**config.mk**
```make
export PLATFORM = sky130hd
export DESIGN_NAME = ex_muldiv_unit
export DESIGN_NICKNAME = d
export VERILOG_FILES = /design/src/rtl/ex_muldiv_unit.sv
export SDC_FILE = /design/constraint.sdc
export NUM_CORES = 1
export LEC_CHECK = 0
export ABC_AREA = 1
export CAP_MARGIN = 25
export CORE_MARGIN = 2
export CORE_UTILIZATION = 60
export CTS_BUF_LIST = sky130_fd_sc_hd__clkbuf_8
export DETAILED_ROUTE_END_ITERATION = 7
export PLACE_DENSITY = 0.95
export SLEW_MARGIN = 10
export SYNTH_ARGS = -nofsm -noshare
export SYNTH_HDL_FRONTEND = slang
export SYNTH_SLANG_ARGS = --single-unit
```
**constraint.sdc**
```tcl
create_clock -name clk -period 3.45 [get_ports clk]
set_input_delay 1.035 -clock clk [delete_from_list [all_inputs] [get_ports clk]]
set_output_delay 1.035 -clock clk [all_outputs]
set_load 0.005 [all_outputs]
```
**src/rtl/ex_muldiv_unit.sv**
```systemverilog
// ============================================================================
// Module   : ex_muldiv_unit
// Brief    : EX-stage iterative multiply/divide unit with HI/LO registers.
//            MULTU/DIVU take DATA_W cycles each. Define MULDIV_SIGNED_EN to
//            also support MULT/DIV.
// Revision : 1.0 - initial release
// ============================================================================
`default_nettype none

module ex_muldiv_unit #(
    parameter int DATA_W = 32
) (
    input  logic              clk,
    input  logic              reset,
    input  logic              op_valid_in,
    input  logic [5:0]        funct_in,
    input  logic [DATA_W-1:0] rs_val_in,
    input  logic [DATA_W-1:0] rt_val_in,
    input  logic              flush_in,
    output logic              busy_out,
    output logic              done_out,
    output logic              div_by_zero_out,
    output logic [DATA_W-1:0] hi_out,
    output logic [DATA_W-1:0] lo_out
);

    localparam int              CNT_W          = $clog2(DATA_W);
    localparam logic [CNT_W-1:0] c_LAST_STEP   = CNT_W'(DATA_W - 1);
    localparam logic [5:0]      c_FUNCT_MULT   = 6'h18;
    localparam logic [5:0]      c_FUNCT_MULTU  = 6'h19;
    localparam logic [5:0]      c_FUNCT_DIV    = 6'h1A;
    localparam logic [5:0]      c_FUNCT_DIVU   = 6'h1B;

    typedef enum logic [1:0] {
        IDLE = 2'd0,
        MUL  = 2'd1,
        DIV  = 2'd2,
        DONE = 2'd3
    } state_e;

    state_e                  state_q, state_d;
    logic [CNT_W-1:0]        count_q, count_d;
    logic [2*DATA_W-1:0]     acc_q, acc_d;
    logic [DATA_W-1:0]       opnd_q, opnd_d;
    logic [DATA_W-1:0]       hi_q, hi_d;
    logic [DATA_W-1:0]       lo_q, lo_d;
    logic                    busy_q, done_q, dbz_q, dbz_d;

    logic                    w_is_mul, w_is_div, w_start;
    logic [DATA_W-1:0]       w_rs_op, w_rt_op;
    logic [DATA_W:0]         w_mul_sum, w_div_shift;
    logic [2*DATA_W-1:0]     w_mul_step, w_div_step, w_mul_res;
    logic [DATA_W-1:0]       w_div_rem, w_div_hi, w_div_lo;
    logic                    w_div_ge;

    // acc_q holds {partial product, remaining multiplier} for MUL and
    // {partial remainder, dividend/quotient} for DIV; opnd_q holds the other operand.
    assign w_mul_sum  = {1'b0, acc_q[2*DATA_W-1:DATA_W]}
                      + (acc_q[0] ? {1'b0, opnd_q} : {(DATA_W+1){1'b0}});
    assign w_mul_step = {w_mul_sum, acc_q[DATA_W-1:1]};

    assign w_div_shift = {acc_q[2*DATA_W-1:DATA_W], acc_q[DATA_W-1]};
    assign w_div_ge    = (w_div_shift >= {1'b0, opnd_q});
    assign w_div_rem   = w_div_ge ? DATA_W'(w_div_shift - {1'b0, opnd_q})
                                  : w_div_shift[DATA_W-1:0];
    assign w_div_step  = {w_div_rem, acc_q[DATA_W-2:0], w_div_ge};

`ifdef MULDIV_SIGNED_EN
    logic w_signed_op, w_rs_neg, w_rt_neg;
    logic neg_lo_q, neg_hi_q;

    assign w_is_mul    = (funct_in == c_FUNCT_MULTU) || (funct_in == c_FUNCT_MULT);
    assign w_is_div    = (funct_in == c_FUNCT_DIVU)  || (funct_in == c_FUNCT_DIV);
    assign w_signed_op = (funct_in == c_FUNCT_MULT)  || (funct_in == c_FUNCT_DIV);
    assign w_rs_neg    = w_signed_op & rs_val_in[DATA_W-1];
    assign w_rt_neg    = w_signed_op & rt_val_in[DATA_W-1];
    assign w_rs_op     = w_rs_neg ? (~rs_val_in + 1'b1) : rs_val_in;
    assign w_rt_op     = w_rt_neg ? (~rt_val_in + 1'b1) : rt_val_in;

    // neg_lo_q: product/quotient sign; neg_hi_q: remainder follows the dividend.
    always_ff @(posedge clk or negedge reset) begin
        if (!reset) begin
            neg_lo_q <= 1'b0;
            neg_hi_q <= 1'b0;
        end else if (w_start) begin
            neg_lo_q <= w_rs_neg ^ w_rt_neg;
            neg_hi_q <= w_rs_neg;
        end
    end

    assign w_mul_res = neg_lo_q ? (~w_mul_step + 1'b1) : w_mul_step;
    assign w_div_lo  = neg_lo_q ? (~w_div_step[DATA_W-1:0] + 1'b1)
                                : w_div_step[DATA_W-1:0];
    assign w_div_hi  = neg_hi_q ? (~w_div_step[2*DATA_W-1:DATA_W] + 1'b1)
                                : w_div_step[2*DATA_W-1:DATA_W];
`else
    assign w_is_mul  = (funct_in == c_FUNCT_MULTU);
    assign w_is_div  = (funct_in == c_FUNCT_DIVU);
    assign w_rs_op   = rs_val_in;
    assign w_rt_op   = rt_val_in;
    assign w_mul_res = w_mul_step;
    assign w_div_lo  = w_div_step[DATA_W-1:0];
    assign w_div_hi  = w_div_step[2*DATA_W-1:DATA_W];
`endif

    assign w_start = op_valid_in && !flush_in && (w_is_mul || w_is_div)
                  && ((state_q == IDLE) || (state_q == DONE));

    always_comb begin
        state_d = state_q;
        count_d = count_q;
        acc_d   = acc_q;
        opnd_d  = opnd_q;
        hi_d    = hi_q;
        lo_d    = lo_q;
        dbz_d   = 1'b0;
        case (state_q)
            IDLE, DONE: begin
                state_d = IDLE;
                if (w_start) begin
                    count_d = '0;
                    if (w_is_mul) begin
                        state_d = MUL;
                        acc_d   = {{DATA_W{1'b0}}, w_rt_op};
                        opnd_d  = w_rs_op;
                    end else begin
                        acc_d  = {{DATA_W{1'b0}}, w_rs_op};
                        opnd_d = w_rt_op;
                        if (rt_val_in == '0) begin
                            // Divide by zero skips iteration entirely.
                            state_d = DONE;
                            hi_d    = rs_val_in;
                            lo_d    = '1;
                            dbz_d   = 1'b1;
                        end else begin
                            state_d = DIV;
                        end
                    end
                end
            end
            MUL: begin
                if (flush_in) begin
                    state_d = IDLE;
                end else begin
                    acc_d   = w_mul_step;
                    count_d = count_q + 1'b1;
                    if (count_q == c_LAST_STEP) begin
                        state_d      = DONE;
                        {hi_d, lo_d} = w_mul_res;
                    end
                end
            end
            DIV: begin
                if (flush_in) begin
                    state_d = IDLE;
                end else begin
                    acc_d   = w_div_step;
                    count_d = count_q + 1'b1;
                    if (count_q == c_LAST_STEP) begin
                        state_d = DONE;
                        hi_d    = w_div_hi;
                        lo_d    = w_div_lo;
                    end
                end
            end
            default: state_d = IDLE;
        endcase
    end

    always_ff @(posedge clk or negedge reset) begin
        if (!reset) begin
            state_q <= IDLE;
            count_q <= '0;
            acc_q   <= '0;
            opnd_q  <= '0;
            hi_q    <= '0;
            lo_q    <= '0;
            busy_q  <= 1'b0;
            done_q  <= 1'b0;
            dbz_q   <= 1'b0;
        end else begin
            state_q <= state_d;
            count_q <= count_d;
            acc_q   <= acc_d;
            opnd_q  <= opnd_d;
            hi_q    <= hi_d;
            lo_q    <= lo_d;
            busy_q  <= (state_d == MUL) || (state_d == DIV);
            done_q  <= (state_d == DONE);
            dbz_q   <= dbz_d;
        end
    end

    assign busy_out        = busy_q;
    assign done_out        = done_q;
    assign div_by_zero_out = dbz_q;
    assign hi_out          = hi_q;
    assign lo_out          = lo_q;

endmodule

`default_nettype wire

```
# Word-level counts from Yosys, hierarchy flattened
# Index checks and enable logic that the tools add are counted.
# W data, S select, Z words.
[word_totals]
register_bits = 170
in_bits = 74
output_inout_bits = 67
wordCells = 82
[op_classes]
addsub = 3
order_cmp = 1
n_eq_ne = 17
muxes = 37
n_reduce_logical = 15
[op_table]
columns = ["cell", "n"]
rows = [
  ["$mux W32", 18],
  ["$mux W64", 3],
  ["$pmux W32 S3", 2],
  ["$pmux W64 S3", 1],
  ["$add A32 B32 Y33", 1],
  ["$ge A33 B32 Y1", 1],
  ["$logic_not A32 Y1", 1],
  ["$sub A32 B32 Y32", 1],
  ["$ne A2 B2 Y1 const B", 8],
  ["$eq A6 B5 Y1 const B", 2],
  ["$mux W5", 2],
  ["$pmux W5 S2", 1],
  ["$eq A2 B2 Y1 const B", 4],
  ["$mux W2", 4],
  ["$reduce_and A7 Y1", 1],
  ["$add A5 B1 Y5 const B", 1],
  ["$eq A5 B5 Y1 const B", 1],
  ["$mux W1", 5],
  ["$eq A2 B1 Y1 const B", 2],
  ["$pmux W2 S2", 1],
  ["$reduce_and A2 Y1", 2],
  ["$reduce_or A2 Y1", 2],
  ["$logic_and A1 B1 Y1", 3],
  ["$logic_or A1 B1 Y1", 3],
  ["3 further kinds", 3],
]

# Logic depth before layout (Yosys ltp)
[depth]
depth_word = 8
depth_mapped = 20
depth_no_buf = 18

# Least setup slack after synthesis
# No wires, ideal clock.
[synth_timing]
path_type = "reg2reg"
from = "register acc_q[0]"
to = "register acc_q[53]"
setup_ns = 0.129
arrival_time_ns = 2.473
t_required_ns = 3.321
setup_slack_ns = 0.848
stages_incl_launch_ff = 18
path_buffers = 2
synth_period_minus_slack_ns = 2.602
path_cell_list = "dfrtp_1 clkbuf_1 clkbuf_1 nand2_1 inv_1 ha_1 inv_1 fa_1 nor3_1 nor2_1 o21ai_0 nand2_1 nand2_1 nand2_1 nand3_1 nand2_1 nand2_1 o21ai_2"
[synth_between]
elab_chain_cells = 4
[synth_rtl]
columns = ["item", "line", "text"]
rows = [
  ["start: declaration", "43", "logic [2*DATA_W-1:0] acc_q, acc_d;"],
  ["start signal: assignment", "174", "acc_q <= '0;"],
  ["start signal: assignment", "184", "acc_q <= acc_d;"],
  ["$mux W32", "59", "+ (acc_q[0] ? {1'b0, opnd_q} : {(DATA_W+1){1'b0}});"],
  ["$add A32 B32 Y33", "59", ""],
  ["$mux W64", "142", "if (flush_in) begin"],
  ["$pmux W64 S3", "117", "case (state_q)"],
]
# Every way passes these cells. The select of a mux whose other input is x is not followed.
# A chain may end at the register's enable or synchronous reset.

# Final worst setup path
[layout_timing]
from = "register acc_q[0]"
to = "register hi_q[21] (netlist: hi_out[21])"
[layout_between]
elab_chain_cells = 5
[layout_rtl]
columns = ["item", "line", "text"]
rows = [
  ["$mux W32", "59", ""],
  ["$add A32 B32 Y33", "59", ""],
  ["$mux W32", "147", "if (count_q == c_LAST_STEP) begin"],
  ["$mux W32", "142", ""],
  ["$pmux W32 S3", "117", ""],
  ["end signal: assignment", "186", "hi_q <= hi_d;"],
  ["end: declaration", "45", "logic [DATA_W-1:0] hi_q, hi_d;"],
]
# Every way passes these cells. The select of a mux whose other input is x is not followed.

==> results by group <==
Place
  – DP Wirelength: 36.5 mm
  – Placed inst area: 15200 um^2
  – Port Buf Inserts: 140
  – Dpl ws: 14.5 ps
  – Final GP Congestion: 1.06

Floorplan
  – Boundary Pins: 141
  – Die area: 23700 um^2
  – Standard-cell rows: 54
  – Die X: 154 um
  – Area of the core: 22000 um^2
  – Die H: 154 um
  – Initial Utilization: 61.5%

Synth
  – Synth Area in Simple Gates: 35.6%
  – Post-synthesis mux area share: 0%
  – Ys flop type: dfrtp_1
  – Netlist Area Pre-Place: 13500 um^2
  – Synthesized Nets: 2238
  – Post-Synth XOR/XNOR Area: 0.844%
  – Yosys reg bits: 170
  – Yosys warning count: 0
  – Ys async rst share: 100%
  – Post-synth cell types: 40
  – Number of flops mapped to enable cells by yosys: 0
  – Mapped Cells: 2093
  – Area fraction in compound gates after synthesis: 14.9%
  – Post-Syn Area per Cell: 6.45 um^2
  – Largest family of logic cells by synthesized area: simple AND/OR/NAND/NOR gates
  – Sequential area share after synthesis: 31.5%
  – Post-synthesis adder-cell area fraction: 6.69%

Power and ir drop
  – VDD IR max: 0.259 mV
  – Reg power frac: 35.2%
  – Leakage power: 0.00807 uW
  – Switching power: 3010 uW
  – Clk pwr share: 21.4%
  – Switching Share: 43.6%
  – Gate power share: 43.4%
  – Tot Pwr: 6890 uW
  – P_int: 3890 uW
  – Power density cells: 442 nW/um^2

Routing
  – Drt pass-1 iters: 8
  – DR iter-0 viols: 2226
  – Vias per cell: 6.17
  – Vias: 15400
  – DRC errors left: 28
  – Final WL: 47.3 mm
  – Routed length per instance: 19.0 um
  – Routed Antenna Nets: 0

Global route
  – GRT Total Usage: 39.4%
  – GRT overflow: 0
  – Initial antenna violation count: 0
  – Vias in the first global route: 14000
  – Largest net degree at the start of global routing: 69
  – First-pass GRT wire length: 74.2 mm

Run
  – Max Cap Violations: 0

Critical path
  – Critical path startpoint: acc_q[0]
  – Critical path type: reg -> reg
  – Critical Path Start Type: flop
  – Crit Path Max Fanout: 5
  – R2r startpoint: acc_q[0]
  – Worst setup EP type: flop
  – WP data required: 3850 ps
  – Critical Path AT: 3580 ps

Clock network
  – Clock Path Buffers: 2
  – H-tree depth: 4
  – Cts bufs inserted: 17
  – Clock root cell: clkbuf_8
  – Clock-pin transition on the worst setup and hold timing paths: 110 ps
  – CTS tree: built
  – Number of setup buffers added after CTS: 0
  – Post-CTS Resized: 0
  – Hold-fix buffers, CTS: 0
  – Clk_lat worst skew: 470 ps
  – Num Clock Sinks: 170

Final layout
  – Sequential Area: 4250 um^2
  – N_diodes: 0
  – # fillers: 1757
  – NumNets Final: 2344
  – Most frequent cells in the layout: 698 x nand2_1, 257 x inv_1, 170 x dfrtp_1
  – Most common cell after layout, fill and taps aside: nand2_1
  – Multi-input gate area in the final layout: 7850 um^2
  – Cell area after layout: 15600 um^2
  – Layout cells sized above 1: 5.24%
  – Layout area overhead: 15.6%

STA
  – Least-Margin Pin Slew: 950 ps
  – Final hold vios: 0
  – Rel. slew slack: 36.6%
  – Setup tns final: 0 ps
  – Max Slew Vio Count: 0
  – Minimum hold slack: 491 ps
  – Final worst setup slack: 266 ps
  – Clk_skew: 16.6 ps
  – Max Clock Freq: 0.314 GHz
  – Period minus WS final: 3180 ps
  – Final setup vio count: 0
  – Final critical-path share of the clock period: 92.3%
  – RSZ-0062 raised after global routing: no

Worst hold path
  – Worst min path class: in -> async

Outcome
  – Failing checks: design-rule violations
  – Status: finished with violations
final timing paths:
check	to	slack, ps	cells past startpoint
setup / recovery	hi_out[21]	270	14
hold / removal	acc_q[25]	490	1
setup reg to reg	hi_out[21]	270	14
hold reg to reg	lo_out[28]	500	2
max in group asynchronous	acc_q[42]	2230	2
min in group clk	lo_out[28]	500	2
through the flow:
| stage | util, % | instances |
|---|---|---|
| 2_1_floorplan | - | 2093 |
| 3_3_place_gp | 69.2 | 2460 |
| 3_5_place_dp | 69.2 | 2460 |
| 4_1_cts | 71.1 | 2492 |
| 5_1_grt | 71.1 | 2492 |
| 6_report | 71.1 | 2492 |
flip-flops by register name, summed over array words and instances (netlist names):
register / flops
busy_out: 1
hi_out: 32
done_out: 1
state_q: 2
opnd_q: 32
div_by_zero_out: 1
lo_out: 32
count_q: 5
acc_q: 64
logic make-up after synthesis:
| group | after synthesis |
|---|---|
| flops | 170 |
| xor+xnor | 13 |
| compound gates | 353 |
| fa+ha+maj | 71 |
| simple gates | 1135 |
| buf+inv | 351 |
cell type report:
class | instances | area share, %
multi-input cells | 1572 | 50.3
flip-flops and latches | 170 | 27.3
repair buffers | 173 | 11.2
inverters | 265 | 6.37
well taps | 280 | 2.24
clock buffers | 17 | 1.50
clock inverters | 15 | 1.11
synthesized netlist by cell type (3+ instances only):
master,count,area share [%]
nor2_1,168,4.7
dfrtp_1,170,32
clkbuf_1,52,1.4
o21bai_1,5,0.28
nand2_2,10,0.46
ha_1,69,6.4
nor2_2,7,0.32
a21o_1,4,0.22
buf_6,9,0.75
nand2_1,700,19
o221ai_1,30,1.9
nand3b_1,32,1.8
o22ai_1,31,1.4
nand3_1,162,6.0
buf_2,22,0.82
o21ai_0,105,3.9
a21oi_2,4,0.26
nor4_1,10,0.46
a21oi_1,130,4.8
inv_1,257,7.1
o21ai_1,30,1.1
buf_1,3,0.083
nand4_1,19,0.88
or2_2,5,0.23
nor3_1,9,0.33
o21ai_2,4,0.26
o21a_1,4,0.22
xnor2_1,13,0.84
inv_2,8,0.22
and2_1,6,0.28
metal layers:
metal  part of all wire [%]  global-route usage [%]  up-vias
li1                       -                       -     7007
met1                     39                    54.0     7098
met2                     45                    63.7     1099
met3                     12                    6.57      162
met4                    3.7                    13.5        0
met5                      0                       0        -
power by group through the flow:
stage                     clock network [uW]  logic [uW]  registers, uW
after floorplan                            0        2040           2380
after global placement                     0        2800           2440
after detailed placement                   0        2880           2450
after CTS                               1470        2900           2410
after global routing                    1540        3300           2450
final                                   1470        2990           2430
worst max-delay path: stages (launching register included):
cell	delay, ps
dfrtp_1	480
nand2_1	100
inv_1	70
ha_1	200
inv_1	90
fa_1	430
nor3_1	310
nor2_1	130
o21ai_0	540
nand2_1	160
nand3_1	110
nand3_1	70
nand2_1	110
nand2_1	120
a21oi_2	190
(Power assumes the default switching activity.)
